File: src/rtl/wb_gpio_irq.sv
// Wishbone classic-cycle GPIO controller: synchronised inputs, atomic set/clear of
// outputs and per-pin edge/level interrupts with write-1-to-clear status.
module wb_gpio_irq #(
    parameter int unsigned      WIDTH       = 8,
    parameter int unsigned      SYNC_STAGES = 2,
    parameter logic [WIDTH-1:0] RESET_OUT   = '0
) (
    input  logic             wb_clk_i,
    input  logic             wb_rst_i,
    input  logic [3:0]       wb_adr_i,
    input  logic [31:0]      wb_dat_i,
    input  logic [3:0]       wb_sel_i,
    input  logic             wb_we_i,
    input  logic             wb_cyc_i,
    input  logic             wb_stb_i,
    output logic [31:0]      wb_dat_o,
    output logic             wb_ack_o,
    input  logic [WIDTH-1:0] gpio_i,
    output logic [WIDTH-1:0] gpio_o,
    output logic [WIDTH-1:0] gpio_dir_o,
    output logic             irq_o
);

    typedef enum logic [3:0] {
        REG_DIN        = 4'd0,
        REG_DOUT       = 4'd1,
        REG_DIR        = 4'd2,
        REG_SET        = 4'd3,
        REG_CLR        = 4'd4,
        REG_IRQ_EN     = 4'd5,
        REG_IRQ_TYPE   = 4'd6,
        REG_IRQ_POL    = 4'd7,
        REG_IRQ_STATUS = 4'd8
    } reg_e;

    localparam logic [2:0] ARM_CYCLES = 3'(SYNC_STAGES + 1);

    logic [WIDTH-1:0] sync_q [SYNC_STAGES];
    logic [WIDTH-1:0] din;
    logic [WIDTH-1:0] prev;
    logic [WIDTH-1:0] dout;
    logic [WIDTH-1:0] dir;
    logic [WIDTH-1:0] irq_en;
    logic [WIDTH-1:0] irq_type;
    logic [WIDTH-1:0] irq_pol;
    logic [WIDTH-1:0] irq_status;
    logic [WIDTH-1:0] status_next;
    logic [WIDTH-1:0] wr_mask;
    logic [WIDTH-1:0] wr_data;
    logic [WIDTH-1:0] rise;
    logic [WIDTH-1:0] fall;
    logic [WIDTH-1:0] edge_ev;
    logic [WIDTH-1:0] level_ev;
    logic [WIDTH-1:0] irq_event;
    logic [31:0]      sel_mask;
    logic [31:0]      rdata;
    logic [2:0]       arm_cnt;
    logic             armed;
    logic             access;
    logic             wr;
    logic             unused_bits;

    always_comb begin
        sel_mask = {{8{wb_sel_i[3]}}, {8{wb_sel_i[2]}}, {8{wb_sel_i[1]}}, {8{wb_sel_i[0]}}};
        wr_mask  = sel_mask[WIDTH-1:0];
        wr_data  = wb_dat_i[WIDTH-1:0] & wr_mask;
    end

    assign unused_bits = ^{sel_mask, wb_dat_i};

    // A new access is only accepted while ack is low, giving a 2-cycle minimum per access.
    assign access = wb_cyc_i & wb_stb_i & ~wb_ack_o;
    assign wr     = access & wb_we_i;

    assign din   = sync_q[SYNC_STAGES-1];
    assign armed = (arm_cnt == ARM_CYCLES);

    always_comb begin
        rise      = din & ~prev;
        fall      = ~din & prev;
        edge_ev   = armed ? ((rise & irq_pol) | (fall & ~irq_pol)) : '0;
        level_ev  = ~(din ^ irq_pol);
        irq_event = (irq_type & edge_ev) | (~irq_type & level_ev);
    end

    // W1C is applied first so a coincident event still leaves the bit set.
    always_comb begin
        status_next = irq_status;
        if (wr && wb_adr_i == REG_IRQ_STATUS) begin
            status_next = irq_status & ~wr_data;
        end
        status_next = status_next | irq_event;
    end

    always_comb begin
        rdata = '0;
        case (wb_adr_i)
            REG_DIN:        rdata[WIDTH-1:0] = din;
            REG_DOUT:       rdata[WIDTH-1:0] = dout;
            REG_DIR:        rdata[WIDTH-1:0] = dir;
            REG_IRQ_EN:     rdata[WIDTH-1:0] = irq_en;
            REG_IRQ_TYPE:   rdata[WIDTH-1:0] = irq_type;
            REG_IRQ_POL:    rdata[WIDTH-1:0] = irq_pol;
            REG_IRQ_STATUS: rdata[WIDTH-1:0] = irq_status;
            default:        rdata = '0;
        endcase
    end

    always_ff @(posedge wb_clk_i) begin
        if (wb_rst_i) begin
            for (int unsigned i = 0; i < SYNC_STAGES; i++) begin
                sync_q[i] <= '0;
            end
        end else begin
            sync_q[0] <= gpio_i;
            for (int unsigned i = 1; i < SYNC_STAGES; i++) begin
                sync_q[i] <= sync_q[i-1];
            end
        end
    end

    always_ff @(posedge wb_clk_i) begin
        if (wb_rst_i) begin
            prev       <= '0;
            arm_cnt    <= '0;
            dout       <= RESET_OUT;
            dir        <= '0;
            irq_en     <= '0;
            irq_type   <= '0;
            irq_pol    <= '0;
            irq_status <= '0;
            wb_ack_o   <= 1'b0;
            wb_dat_o   <= '0;
            irq_o      <= 1'b0;
        end else begin
            prev       <= din;
            irq_status <= status_next;
            irq_o      <= |(irq_status & irq_en);
            wb_ack_o   <= access;
            wb_dat_o   <= (access && !wb_we_i) ? rdata : '0;
            if (!armed) begin
                arm_cnt <= arm_cnt + 3'd1;
            end
            if (wr) begin
                case (wb_adr_i)
                    REG_DOUT:     dout     <= (dout & ~wr_mask) | wr_data;
                    REG_DIR:      dir      <= (dir & ~wr_mask) | wr_data;
                    REG_SET:      dout     <= dout | wr_data;
                    REG_CLR:      dout     <= dout & ~wr_data;
                    REG_IRQ_EN:   irq_en   <= (irq_en & ~wr_mask) | wr_data;
                    REG_IRQ_TYPE: irq_type <= (irq_type & ~wr_mask) | wr_data;
                    REG_IRQ_POL:  irq_pol  <= (irq_pol & ~wr_mask) | wr_data;
                    default:      ;
                endcase
            end
        end
    end

    assign gpio_o     = dout;
    assign gpio_dir_o = dir;

endmodule
File: config.mk
export PLATFORM = sky130hd
export DESIGN_NAME = wb_gpio_irq
export DESIGN_NICKNAME = d
export VERILOG_FILES = /design/src/rtl/wb_gpio_irq.sv
export SDC_FILE = /design/constraint.sdc
export NUM_CORES = 1
export LEC_CHECK = 0
export ABC_AREA = 0
export CAP_MARGIN = 20
export CORE_MARGIN = 1.5
export CORE_UTILIZATION = 44
export DETAILED_ROUTE_END_ITERATION = 16
export GPL_TIMING_DRIVEN = 0
export PLACE_DENSITY = 0.76
export SYNTH_ARGS = -nofsm -noshare
export SYNTH_HDL_FRONTEND = slang
export SYNTH_SLANG_ARGS = --single-unit
File: constraint.sdc
create_clock -name wb_clk_i -period 1.7 [get_ports wb_clk_i]
set_clock_uncertainty 0.15 [all_clocks]
set_input_delay 0.34 -clock wb_clk_i [delete_from_list [all_inputs] [get_ports wb_clk_i]]
set_output_delay 0.34 -clock wb_clk_i [all_outputs]
set_load 0.02 [all_outputs]
==> results of run 1 <==
==> worst max-delay path: cells and delay by family <==
family / cells / cell delay (ns)
multiplexers: 1 / 0.24
AND/OR/NAND/NOR: 3 / 0.44
buffers and inverters: 2 / 0.76
==> logic make-up after synthesis <==
kind of cell,Yosys count,synth area share [%]
buffers and inverters,56,8.312
other,1,0.09656
AO/OA/AOI/OAI,87,15.40
XOR/XNOR,1,0.2256
flip-flops,85,43.81
AND/OR/NAND/NOR,118,16.82
multiplexers,57,14.69
adder cells (fa/ha/maj),2,0.6442
==> cell usage in the layout, fill, tap and decap left out, drive strengths merged, types with 3 or more instances in the layout <==
cell	n
a211o	8
a21oi	27
a221oi	3
a22o	14
a22oi	4
buf	59
clkbuf	18
clkdlybuf4s50	18
conb	24
dfxtp	85
dlygate4sd2	29
inv	12
mux2i	57
nand2	15
nand3	5
nor2	47
nor2b	26
nor4	3
o21ai	12
o22ai	13
or2	8
or3b	3
==> synthesized netlist by cell type (all sizes together), types with 2 or more instances <==
cell type  instances  area, um^2
a211o              8       70.07
a21oi             27       135.1
a221oi             3       26.28
a22o              14       122.6
a22oi              4       30.03
and2               2       12.51
buf               36       247.7
clkbuf             8       30.03
dfxtp             85        1702
ha                 2       25.02
inv               12       45.04
mux2i             57       570.6
nand2             15       56.30
nand3              5       25.02
nand3b             2       18.77
nor2              47       176.4
nor2b             26       162.7
nor4               3       63.81
o21ai             12       60.06
o22ai             13       81.33
or2                8       50.05
or3                2       12.51
or3b               3       31.28
==> final cells by class <==
cell class,instances,share of cell area (%)
Buffer,43,6.285
Clock buffer,11,2.841
Clock inverter,2,0.2514
Inverter,12,0.9050
Multi-Input combinational cell,289,40.25
Sequential cell,85,34.21
Tap cell,108,2.715
Timing Repair Buffer,70,12.54
==> per-stage QoR <==
| step | hold slack [ns] | setup slack (ns) | cell area [um^2] | cells | TNS [ns] |
|---|---|---|---|---|---|
| 2_1_floorplan | 0.2638 | -0.1529 | 3989 | 430 | -2.811 |
| 3_3_place_gp | 0.2700 | -1.062 | 4634 | 589 | -66.42 |
| 3_5_place_dp | 0.2773 | -1.095 | 4634 | 589 | -68.96 |
| 4_1_cts | 0.2608 | 0.009708 | 4937 | 617 | 0 |
| 5_1_grt | 0.2876 | -0.07880 | 4977 | 620 | -0.8770 |
| 6_report | 0.2710 | 0.001449 | 4977 | 620 | 0 |
==> metal layers <==
layer	global-route usage (%)	vias up	part of all wire, %
met2	37.22	201	47
met5	0	-	0
met4	9.699	0	3.9
met1	28.75	1643	41
li1	-	1584	-
met3	4.480	36	8.3
==> power groups by stage <==
stage               sequential, uW  combinational, uW  clock, uW
floorplan                     2120                325          0
detailed placement            2130                491          0
global route                  2090                570       1320
finish                        2090                531       1230
CTS                           2090                511       1240
global placement              2130                478          0
==> path summary, 6_finish.rpt <==
check,start,end,depth (start not counted)
setup / recovery,wb_sel_i[0],flip-flop,6
hold reg to reg,sync_q[0][5],sync_q[0][13],1
setup reg to reg,wb_ack_o,flip-flop,6
hold / removal,wb_adr_i[2],wb_dat_o[3],4
==> what timing repair did <==
action / in CTS / in global routing
resized for setup: 72 / 13
setup buffers: 16 / 3
setup endpoints to repair: 104 / 47
pin swaps: 10 / 12
==> impl_metrics.py, run 1 <==
metrics = {
    "die": {
        "die_w_um": 96.95,
        "num_rows": 34,
        "pin_count": 103,
        "start_util_pct": 44.97,
        "fp.coreArea_um2": 8636,
        "die_h_um": 96.95,
        "die-area_um2": 9399,
    },
    "worst_setup_path": {
        "max_stage_delay_ns": 0.50,
        "worstPathRequired_ns": 1.79,
        "cp_max_fo": 8,
        "end_kind": "flip-flop",
        "crit_chain": "clkdlybuf4s50_1, nand2_4, nor4bb_2, buf_4, mux2i_1, nor2_1",
        "arrival_ns": 1.79,
        "r2r_setup_slack_ns": 0.01,
        "cpMaxStageDelayCell": "clkdlybuf4s50_1",
        "critPathKind": "input pin to flip-flop",
        "worst_setup_path_start_kind": "input pin",
    },
    "drt": {
        "wire_per_inst_um": 17.55,
        "ant_nets": 0,
        "vias": 3464,
        "routed_via_density": 5.587,
        "dr.first_iter.drc_count": 294,
        "first_pass_iters": 5,
        "wl_um": 10880,
        "drcViolationCount": 0,
    },
    "clock_network": {
        "htreeDepth": 3,
        "cts_hold_buf": 0,
        "cts_tree": "built",
        "clk_pin_slew_worst_paths_ns": 0.08,
        "cts-buffers-inserted": 9,
        "clk_latency_ns": 0.35,
        "cts.path.max_buffers": 2,
        "cts_sinks": 85,
        "cts_root_buf": "clkbuf_8",
    },
    "synth": {
        "synth_warnings": 0,
        "async_flop_share_pct": 0,
        "yosysSeqAreaShare_pct": 43.81,
        "synth.avg_cell_area_um2": 9.542,
        "synthFlopType": "dfxtp_1",
        "synth_edf_count": 0,
        "ys_ff_latch": 85,
        "synth_cell_type_count": 41,
        "syn-cell-area_um2": 3884,
        "syn_inst": 407,
    },
    "power": {
        "power.switching_uw": 1018,
        "power.internal_uw": 2826,
        "max-vdd-ir-drop_v": 0.0003593,
        "p_leak_uw": 0.002151,
        "seq_power_share_pct": 54.3,
        "total_power_uw": 3844,
        "comb_power_share_pct": 13.8,
        "p_clk_share_pct": 31.9,
        "swShare_pct": 26.49,
        "pwr_density_cell_nw_per_um2": 772.3,
    },
    "finish": {
        "utilization_pct": 57.64,
        "fill_cells": 793,
        "seqCellArea_um2": 1703,
        "synthToLayoutAreaGrowth_pct": 28.16,
        "final_nets": 565,
        "final_layout_size_suffix_gt1_share_pct": 20.12,
        "n_antenna_cell": 0,
        "multi_input_comb_area_um2": 2003,
    },
    "outcome": {
        "run_status": "finished clean",
    },
    "sta": {
        "rsz0062_at_grt": "yes",
        "post-route-period-util_pct": 99.91,
        "report.final.slew_viol_count": 0,
        "maxSlewHeadroom_pct": 66.17,
        "period_needed_ns": 1.699,
        "finalSetupViolCount": 0,
        "hold_viol_final": 0,
        "max_freq_ghz": 0.5887,
        "tightest_slew_ns": 0.5074,
    },
    "global_routing": {
        "track_usage_pct": 22.59,
        "grt_start_max_net_pins": 13,
        "grt_pass1_vias": 3236,
        "grt_antenna_before_repair": 0,
        "grt_pass1_wl_um": 16810,
        "grt-ovfl-total": 0,
    },
    "run": {
        "maxCapViolCount": 0,
    },
    "placement": {
        "dp_hpwl_um": 6988,
        "place_congestion": 0.8991,
        "io_buffers": 51,
    },
    "min_path": {
        "hp-class": "input pin to flip-flop",
    },
}
No activity file was read; power rests on OpenSTA's default activity.
==> run 2, diff against run 1 <==
CAP_MARGIN = not set   (was 20)
RECOVER_POWER = 100   (was not set)
==> results of run 2 <==
Final layout, timing and power as in run 1 (identical DEF).
